`src/rtl/syndrome_scheduler_pkg.sv`:
```
// Shared types and slot-plan tables for the syndrome scheduler.
// The plan is a pure function of the mode and code latched at frame start.
package syndrome_sched_pkg;

   typedef enum logic [1:0] {
      IDLE     = 2'd0,
      WAIT_SYN = 2'd1,
      ISSUE    = 2'd2,
      DRAIN    = 2'd3
   } sched_state_e;

   localparam logic [1:0] CODE_SHORT0  = 2'b00;
   localparam logic [1:0] CODE_SHORT1  = 2'b01;
   localparam logic [1:0] CODE_LONG    = 2'b10;
   localparam logic [1:0] CODE_ILLEGAL = 2'b11;

   localparam logic [2:0] SLOTS_HARD       = 3'd1;
   localparam logic [2:0] SLOTS_SOFT_SHORT = 3'd2;
   localparam logic [2:0] SLOTS_SOFT_LONG  = 3'd4;

   localparam logic [3:0] MASK_HARD     = 4'b0001;
   localparam logic [3:0] MASK_SHORT_LO = 4'b0011;
   localparam logic [3:0] MASK_SHORT_HI = 4'b1100;

   function automatic logic [2:0] slot_count(input logic mode, input logic [1:0] code);
      if (!mode)
         return SLOTS_HARD;
      if (code == CODE_LONG)
         return SLOTS_SOFT_LONG;
      return SLOTS_SOFT_SHORT;
   endfunction

   // Long soft frames carry one test pattern per slot, short ones pair them up.
   function automatic logic [3:0] slot_mask(input logic mode, input logic [1:0] code,
                                            input logic [1:0] idx);
      if (!mode)
         return MASK_HARD;
      if (code == CODE_LONG)
         return 4'b0001 << idx;
      return idx[0] ? MASK_SHORT_HI : MASK_SHORT_LO;
   endfunction

endpackage

```
`src/rtl/syndrome_scheduler_if.sv`:
```
// Frame control, switch advance and solver slot handshake of the scheduler.
// slave = scheduler side, master = switch/solver/control side.
interface syndrome_scheduler_if;
   logic       i_start;
   logic       i_mode;
   logic [1:0] i_code;
   logic       i_tp1_valid;
   logic       i_all_tp_valid;
   logic       i_dec_ready;
   logic       i_dec_done;
   logic       o_next_tp;
   logic       o_slot_valid;
   logic [1:0] o_slot_idx;
   logic [3:0] o_tp_mask;
   logic       o_last_slot;
   logic       o_busy;
   logic       o_frame_done;
   logic       o_err;

   modport slave (
      input  i_start, i_mode, i_code, i_tp1_valid, i_all_tp_valid, i_dec_ready, i_dec_done,
      output o_next_tp, o_slot_valid, o_slot_idx, o_tp_mask, o_last_slot, o_busy,
             o_frame_done, o_err
   );

   modport master (
      output i_start, i_mode, i_code, i_tp1_valid, i_all_tp_valid, i_dec_ready, i_dec_done,
      input  o_next_tp, o_slot_valid, o_slot_idx, o_tp_mask, o_last_slot, o_busy,
             o_frame_done, o_err
   );
endinterface

```
`src/rtl/syndrome_scheduler_credit_counter.sv`:
```
// Solver credit pool: one credit per outstanding slot, returned by i_inc.
// o_credits_avail looks at the post-update count so a registered valid can use it.
module sched_credit_counter #(
   parameter int CREDITS = 2
) (
   input  logic i_clk,
   input  logic i_rst,
   input  logic i_inc,
   input  logic i_dec,
   output logic o_credits_avail,
   output logic o_credits_full,
   output logic o_overflow
);

   localparam logic [1:0] CRED_MAX = 2'(CREDITS);

   logic [1:0] credits_q, credits_d;
   logic       ovf;

   always_comb begin
      ovf       = i_inc && (credits_q == CRED_MAX);
      credits_d = credits_q;
      // A return with a full pool is a solver bookkeeping error and is dropped.
      if (i_inc && !ovf)
         credits_d = credits_d + 2'd1;
      if (i_dec)
         credits_d = credits_d - 2'd1;
   end

   assign o_credits_avail = (credits_d != 2'd0);
   assign o_credits_full  = (credits_q == CRED_MAX);
   assign o_overflow      = ovf;

   always_ff @(posedge i_clk or posedge i_rst) begin
      if (i_rst)
         credits_q <= CRED_MAX;
      else
         credits_q <= credits_d;
   end

endmodule

```
`src/rtl/syndrome_scheduler.sv`:
```
// Sequences a frame's syndrome slots into the key-equation solver under credit control.
// First slot valid 1 cycle after syndromes are ready; holds slot until i_dec_ready, stalls on zero credits.
module syndrome_scheduler
   import syndrome_sched_pkg::*;
#(
   parameter int CREDITS     = 2,
   parameter int TIMEOUT_CYC = 255
) (
   input  logic                i_clk,
   input  logic                i_rst,
   syndrome_scheduler_if.slave bus
);

   sched_state_e state_q, state_d;
   logic         mode_q, mode_d;
   logic [1:0]   code_q, code_d;
   logic [2:0]   slot_cnt_q, slot_cnt_d;
   logic [7:0]   tmo_q, tmo_d;
   logic         slot_valid_q, slot_valid_d;
   logic [1:0]   slot_idx_q, slot_idx_d;
   logic [3:0]   tp_mask_q, tp_mask_d;
   logic         last_slot_q, last_slot_d;
   logic         busy_q, busy_d;
   logic         frame_done_q, frame_done_d;
   logic         err_q, err_d;

   logic issue;
   logic abort;
   logic timed_out;
   logic credits_avail;
   logic credits_full;
   logic credit_ovf;

   assign issue     = slot_valid_q & bus.i_dec_ready;
   assign timed_out = (tmo_q == 8'(TIMEOUT_CYC));

   sched_credit_counter #(
      .CREDITS (CREDITS)
   ) u_credits (
      .i_clk           (i_clk),
      .i_rst           (i_rst),
      .i_inc           (bus.i_dec_done),
      .i_dec           (issue),
      .o_credits_avail (credits_avail),
      .o_credits_full  (credits_full),
      .o_overflow      (credit_ovf)
   );

   always_comb begin
      state_d      = state_q;
      mode_d       = mode_q;
      code_d       = code_q;
      slot_cnt_d   = slot_cnt_q;
      frame_done_d = 1'b0;
      err_d        = 1'b0;
      abort        = 1'b0;

      if (bus.i_start) begin
         if (state_q != IDLE || !credits_full)
            err_d = 1'b1;
         else if (bus.i_mode && bus.i_code == CODE_ILLEGAL)
            err_d = 1'b1;
         else begin
            mode_d     = bus.i_mode;
            code_d     = bus.i_code;
            slot_cnt_d = 3'd0;
            state_d    = WAIT_SYN;
         end
      end

      case (state_q)
         WAIT_SYN: begin
            if (!bus.i_tp1_valid)
               abort = 1'b1;
            else if (!mode_q || bus.i_all_tp_valid)
               state_d = ISSUE;
         end
         ISSUE: begin
            if (!bus.i_tp1_valid || timed_out)
               abort = 1'b1;
            else if (issue) begin
               slot_cnt_d = slot_cnt_q + 3'd1;
               if (last_slot_q)
                  state_d = DRAIN;
            end
         end
         DRAIN: begin
            if (!bus.i_tp1_valid || timed_out)
               abort = 1'b1;
            else if (credits_full) begin
               frame_done_d = 1'b1;
               slot_cnt_d   = 3'd0;
               state_d      = IDLE;
            end
         end
         default: ;
      endcase

      // Slots already handed to the solver keep their credit; it comes back via i_dec_done.
      if (abort) begin
         err_d      = 1'b1;
         state_d    = IDLE;
         slot_cnt_d = 3'd0;
      end
      if (credit_ovf)
         err_d = 1'b1;

      if (state_d != state_q || issue || bus.i_dec_done)
         tmo_d = 8'd0;
      else if (state_q == ISSUE || state_q == DRAIN)
         tmo_d = tmo_q + 8'd1;
      else
         tmo_d = 8'd0;

      slot_valid_d = (state_d == ISSUE) && credits_avail;
      slot_idx_d   = 2'd0;
      tp_mask_d    = 4'd0;
      last_slot_d  = 1'b0;
      if (state_d == ISSUE) begin
         slot_idx_d  = slot_cnt_d[1:0];
         tp_mask_d   = slot_mask(mode_q, code_q, slot_cnt_d[1:0]);
         last_slot_d = (slot_cnt_d + 3'd1 == slot_count(mode_q, code_q));
      end
      busy_d = (state_d != IDLE);
   end

   always_ff @(posedge i_clk or posedge i_rst) begin
      if (i_rst) begin
         state_q      <= IDLE;
         mode_q       <= 1'b0;
         code_q       <= 2'd0;
         slot_cnt_q   <= 3'd0;
         tmo_q        <= 8'd0;
         slot_valid_q <= 1'b0;
         slot_idx_q   <= 2'd0;
         tp_mask_q    <= 4'd0;
         last_slot_q  <= 1'b0;
         busy_q       <= 1'b0;
         frame_done_q <= 1'b0;
         err_q        <= 1'b0;
      end else begin
         state_q      <= state_d;
         mode_q       <= mode_d;
         code_q       <= code_d;
         slot_cnt_q   <= slot_cnt_d;
         tmo_q        <= tmo_d;
         slot_valid_q <= slot_valid_d;
         slot_idx_q   <= slot_idx_d;
         tp_mask_q    <= tp_mask_d;
         last_slot_q  <= last_slot_d;
         busy_q       <= busy_d;
         frame_done_q <= frame_done_d;
         err_q        <= err_d;
      end
   end

   // The switch advance rides on the handshake itself, so it is not registered.
   assign bus.o_next_tp    = issue & ~last_slot_q;
   assign bus.o_slot_valid = slot_valid_q;
   assign bus.o_slot_idx   = slot_idx_q;
   assign bus.o_tp_mask    = tp_mask_q;
   assign bus.o_last_slot  = last_slot_q;
   assign bus.o_busy       = busy_q;
   assign bus.o_frame_done = frame_done_q;
   assign bus.o_err        = err_q;

endmodule

```
`src/flat_wrapper.sv`:
```
// flat-port wrapper written by rule: the top's interface ports become plain ports
module syndrome_scheduler_flat import syndrome_sched_pkg::*;
#(
   parameter int CREDITS     = 2,
   parameter int TIMEOUT_CYC = 255
)
  (i_clk, i_rst, bus_i_start, bus_i_mode, bus_i_code, bus_i_tp1_valid, bus_i_all_tp_valid, bus_i_dec_ready, bus_i_dec_done, bus_o_next_tp, bus_o_slot_valid, bus_o_slot_idx, bus_o_tp_mask, bus_o_last_slot, bus_o_busy, bus_o_frame_done, bus_o_err);
  syndrome_scheduler_if bus_i ();
  input  logic i_clk;
  input  logic i_rst;
  input wire logic [$bits(bus_i.i_start)-1:0] bus_i_start;
  input wire logic [$bits(bus_i.i_mode)-1:0] bus_i_mode;
  input wire logic [$bits(bus_i.i_code)-1:0] bus_i_code;
  input wire logic [$bits(bus_i.i_tp1_valid)-1:0] bus_i_tp1_valid;
  input wire logic [$bits(bus_i.i_all_tp_valid)-1:0] bus_i_all_tp_valid;
  input wire logic [$bits(bus_i.i_dec_ready)-1:0] bus_i_dec_ready;
  input wire logic [$bits(bus_i.i_dec_done)-1:0] bus_i_dec_done;
  output wire logic [$bits(bus_i.o_next_tp)-1:0] bus_o_next_tp;
  output wire logic [$bits(bus_i.o_slot_valid)-1:0] bus_o_slot_valid;
  output wire logic [$bits(bus_i.o_slot_idx)-1:0] bus_o_slot_idx;
  output wire logic [$bits(bus_i.o_tp_mask)-1:0] bus_o_tp_mask;
  output wire logic [$bits(bus_i.o_last_slot)-1:0] bus_o_last_slot;
  output wire logic [$bits(bus_i.o_busy)-1:0] bus_o_busy;
  output wire logic [$bits(bus_i.o_frame_done)-1:0] bus_o_frame_done;
  output wire logic [$bits(bus_i.o_err)-1:0] bus_o_err;
  assign bus_i.i_start = bus_i_start;
  assign bus_i.i_mode = bus_i_mode;
  assign bus_i.i_code = bus_i_code;
  assign bus_i.i_tp1_valid = bus_i_tp1_valid;
  assign bus_i.i_all_tp_valid = bus_i_all_tp_valid;
  assign bus_i.i_dec_ready = bus_i_dec_ready;
  assign bus_i.i_dec_done = bus_i_dec_done;
  assign bus_o_next_tp = bus_i.o_next_tp;
  assign bus_o_slot_valid = bus_i.o_slot_valid;
  assign bus_o_slot_idx = bus_i.o_slot_idx;
  assign bus_o_tp_mask = bus_i.o_tp_mask;
  assign bus_o_last_slot = bus_i.o_last_slot;
  assign bus_o_busy = bus_i.o_busy;
  assign bus_o_frame_done = bus_i.o_frame_done;
  assign bus_o_err = bus_i.o_err;
  syndrome_scheduler #(.CREDITS(CREDITS), .TIMEOUT_CYC(TIMEOUT_CYC)) u_core (.i_clk(i_clk), .i_rst(i_rst), .bus(bus_i));
endmodule
```
`config.mk`:
```
export PLATFORM = sky130hd
export DESIGN_NAME = syndrome_scheduler_flat
export DESIGN_NICKNAME = d
export VERILOG_FILES = /design/src/rtl/syndrome_scheduler_pkg.sv /design/src/rtl/syndrome_scheduler_if.sv /design/src/rtl/syndrome_scheduler_credit_counter.sv /design/src/rtl/syndrome_scheduler.sv /design/src/flat_wrapper.sv
export SDC_FILE = /design/constraint.sdc
export NUM_CORES = 1
export LEC_CHECK = 0
export CAP_MARGIN = 30
export CORE_MARGIN = 4
export CORE_UTILIZATION = 57
export DETAILED_ROUTE_END_ITERATION = 8
export PLACE_DENSITY = 0.88
export SKIP_CTS_REPAIR_TIMING = 1
export SYNTH_ARGS = -nofsm -noshare
export SYNTH_HDL_FRONTEND = slang
export SYNTH_SLANG_ARGS = --single-unit
```
`constraint.sdc`:
```
create_clock -name i_clk -period 6.6 [get_ports i_clk]
set_input_delay 1.32 -clock i_clk [delete_from_list [all_inputs] [get_ports i_clk]]
set_output_delay 1.32 -clock i_clk [all_outputs]
set_load 0.005 [all_outputs]
```
==> impl_metrics.env <==
export IMPL_tightest_slew_ns=0.571
export IMPL_synth_common_cells="28 x dfrtp_1, 15 x nor2_1, 14 x nand2_1"
export IMPL_clock_sinks=29
export IMPL_syn_inst=145
export IMPL_ys_seq_elements=29
export IMPL_fmax_mhz=255
export IMPL_outcome="finished clean"
export IMPL_final_min_clock_period_ns=3.92
export IMPL_routed_wl_um=3150
export IMPL_first_pass_iters=4
export IMPL_row_count=18
export IMPL_start_kind="input pin"
export IMPL_synth_area_leaders="dfrtp_1 47%, ha_1 5.9%, nor2_1 3.8%, nand2_1 3.5%, xor2_1 3.5%"
export IMPL_vias_per_cell=5.72
export IMPL_path_max_fanout=6
export IMPL_cts_buffers=5
export IMPL_setup_violations=0
export IMPL_synth_top_area_cell="dfrtp_1"
export IMPL_report_final_slew_viol_count=0
export IMPL_required_ns=5.28
export IMPL_coreArea_sq_mm=0.00248
export IMPL_track_usage_pct=20.7
export IMPL_async_reset_ff_share_pct=100
export IMPL_num_antenna_cells=0
export IMPL_p_per_area_mw_per_mm2=319
export IMPL_grt_max_degree=16
export IMPL_clkSlewWorstSetupHoldPaths_ns=0.08
export IMPL_gp_congestion=0.838
export IMPL_setup_worst_path_class="input pin to output port"
export IMPL_rsz0062_at_grt="no"
export IMPL_hpwl_um=2420
export IMPL_fin_crit_sh_pct=59.4
export IMPL_seq_area_sq_um=727
export IMPL_synth_edff_count=0
export IMPL_ys_seq_area_share_pct=48.9
export IMPL_setup_ws_ns=2.68
export IMPL_hold_ws_ns=0.504
export IMPL_drtIter0Drc=48
export IMPL_clock_skew_ns=0.00675
export IMPL_postRouteAntennaNets=0
export IMPL_tritoncts="built"
export IMPL_hold_path_class="flop to flop"
export IMPL_synth_top_area_share_pct=47.1
export IMPL_ctsLongestPathBuffers=2
export IMPL_io_buffers=21
export IMPL_synth_avg_cell_area_sq_um=10.3
export IMPL_fillerInstances=193
export IMPL_max_slew_margin_pct=61.9
export IMPL_grt_first_pass_wirelength_um=5320
export IMPL_worstPathArrival_ns=2.60
export IMPL_cap_violations=0
export IMPL_vias=1161
export IMPL_grt_pass1_vias=1205
export IMPL_drive_above_1_share_pct=11.6
export IMPL_antenna_found_initial=0
export IMPL_synth_most_common_cell="dfrtp_1"
export IMPL_die_height_um=59.1
export IMPL_finalHoldViolCount=0
export IMPL_die_area_sq_mm=0.00349
export IMPL_root_buffer="clkbuf_4"
export IMPL_pin_count=22
export IMPL_post_drt_wl_per_cell_um=15.5
export IMPL_drcViolationCount=0
export IMPL_area_growth_pct=20.6
export IMPL_die_x_um=59.1
export IMPL_start_util_pct=60.0
export IMPL_endpoint_kind="output port"
export IMPL_setup_tns_ns=0
export IMPL_synth_cell_types=40
export IMPL_leakagePower_nw=0.821
export IMPL_peakVddDrop_v=0.000329
export IMPL_h_tree_depth=2
export IMPL_multiInputGateArea_sq_um=703
export IMPL_pre_cts_slack_ns=2.68
export IMPL_nets=190
export IMPL_synth_nets=162
export IMPL_grt_overflow_total=0
export IMPL_insertion_delay_ns=0.32
export IMPL_syn_area_sq_mm=0.00149
export IMPL_ys_warn_count=0
export IMPL_synthFlopType="dfrtp_1"
[power breakdown]
group / leakage, nW / internal (mW) / switching (mW) / total, mW
clock network: 0.0314 / 0.0502 / 0.0568 / 0.107
registers: 0.386 / 0.217 / 0.0319 / 0.249
logic: 0.404 / 0.102 / 0.115 / 0.217
[final timing paths]
check | cells past startpoint | startpoint | endpoint | slack (ns)
worst max-delay path | 4 | bus_i_dec_ready | bus_o_next_tp | 2.68
worst min-delay path | 1 | u_core.tmo_q[0] | u_core.tmo_q[0] | 0.50
worst max register to register | 10 | u_core.u_credits.credits_q[1] | u_core.bus.o_last_slot | 3.83
worst min register to register | 1 | u_core.tmo_q[0] | u_core.tmo_q[0] | 0.50
max in group asynchronous | 3 | i_rst | u_core.u_credits.credits_q[1] | 4.67
min in group asynchronous | 2 | i_rst | u_core.state_q[1] | 1.34
[logic make-up after synthesis]
group	synth area share (%)
compound gates	12.3
mux	2.27
buf+inv	3.79
flops	48.9
xor+xnor	6.48
fa+ha+maj	5.89
simple gates	20.4
[layout make-up]
cell class | count | area share, %
sequential | 29 | 40.5
multi-input combinational | 103 | 39.2
timing repair buffer | 22 | 12.6
clock buffer | 7 | 3.07
inverter | 12 | 2.51
tap | 30 | 2.09
[per-stage QoR]
| step | instances | total power [mW] | util (%) | area, sq um |
|---|---|---|---|---|
| after CTS | 203 | 0.574 | 72.4 | 1790 |
| after global routing | 203 | 0.610 | 72.4 | 1790 |
| after detailed placement | 196 | 0.466 | 70.2 | 1740 |
| after floorplan | 145 | 0.390 | - | 1490 |
| after global placement | 195 | 0.449 | 69.5 | 1720 |
| final | 203 | 0.573 | 72.4 | 1790 |
[critical path, cell delays in order]
cell	delay (ns)
clkdlybuf4s50_1	0.49
nand2_1	0.15
nor2_1	0.12
clkdlybuf4s50_1	0.51
[layer usage]
| metal | global-route usage (%) | share of wire (%) | up-vias |
|---|---|---|---|
| met5 | 0 | 0 | - |
| met1 | 23.1 | 42 | 565 |
| met4 | 11.0 | 2.8 | 0 |
| met2 | 34.5 | 52 | 32 |
| li1 | - | - | 551 |
| met3 | 7.19 | 3.2 | 13 |
[registers in the layout (all words and copies together) (netlist names), 2 cells and up]
signal                      flops
u_core.bus.o_slot_idx           2
u_core.bus.o_tp_mask            4
u_core.code_q                   2
u_core.slot_cnt_q               3
u_core.state_q                  2
u_core.tmo_q                    8
u_core.u_credits.credits_q      2
[layout by cell type (no fill, tap or decap), drive strengths merged]
| master | n |
|---|---|
| a211oi | 3 |
| a21boi | 1 |
| a21oi | 4 |
| a22oi | 1 |
| and2 | 2 |
| and3 | 2 |
| and4b | 1 |
| buf | 1 |
| clkbuf | 7 |
| clkdlybuf4s50 | 21 |
| dfrtp | 28 |
| dfstp | 1 |
| ha | 7 |
| inv | 12 |
| mux2 | 3 |
| nand2 | 14 |
| nand2b | 2 |
| nand3 | 9 |
| nand4 | 4 |
| nand4b | 1 |
| nor2 | 16 |
| nor2b | 2 |
| nor3 | 1 |
| nor3b | 1 |
| o2111a | 2 |
| o211ai | 2 |
| o21ai | 6 |
| o21ba | 1 |
| o221a | 1 |
| o31a | 1 |
| o32ai | 1 |
| or2 | 3 |
| or3 | 1 |
| xnor2 | 5 |
| xor2 | 6 |
(Power assumes the default switching activity.)
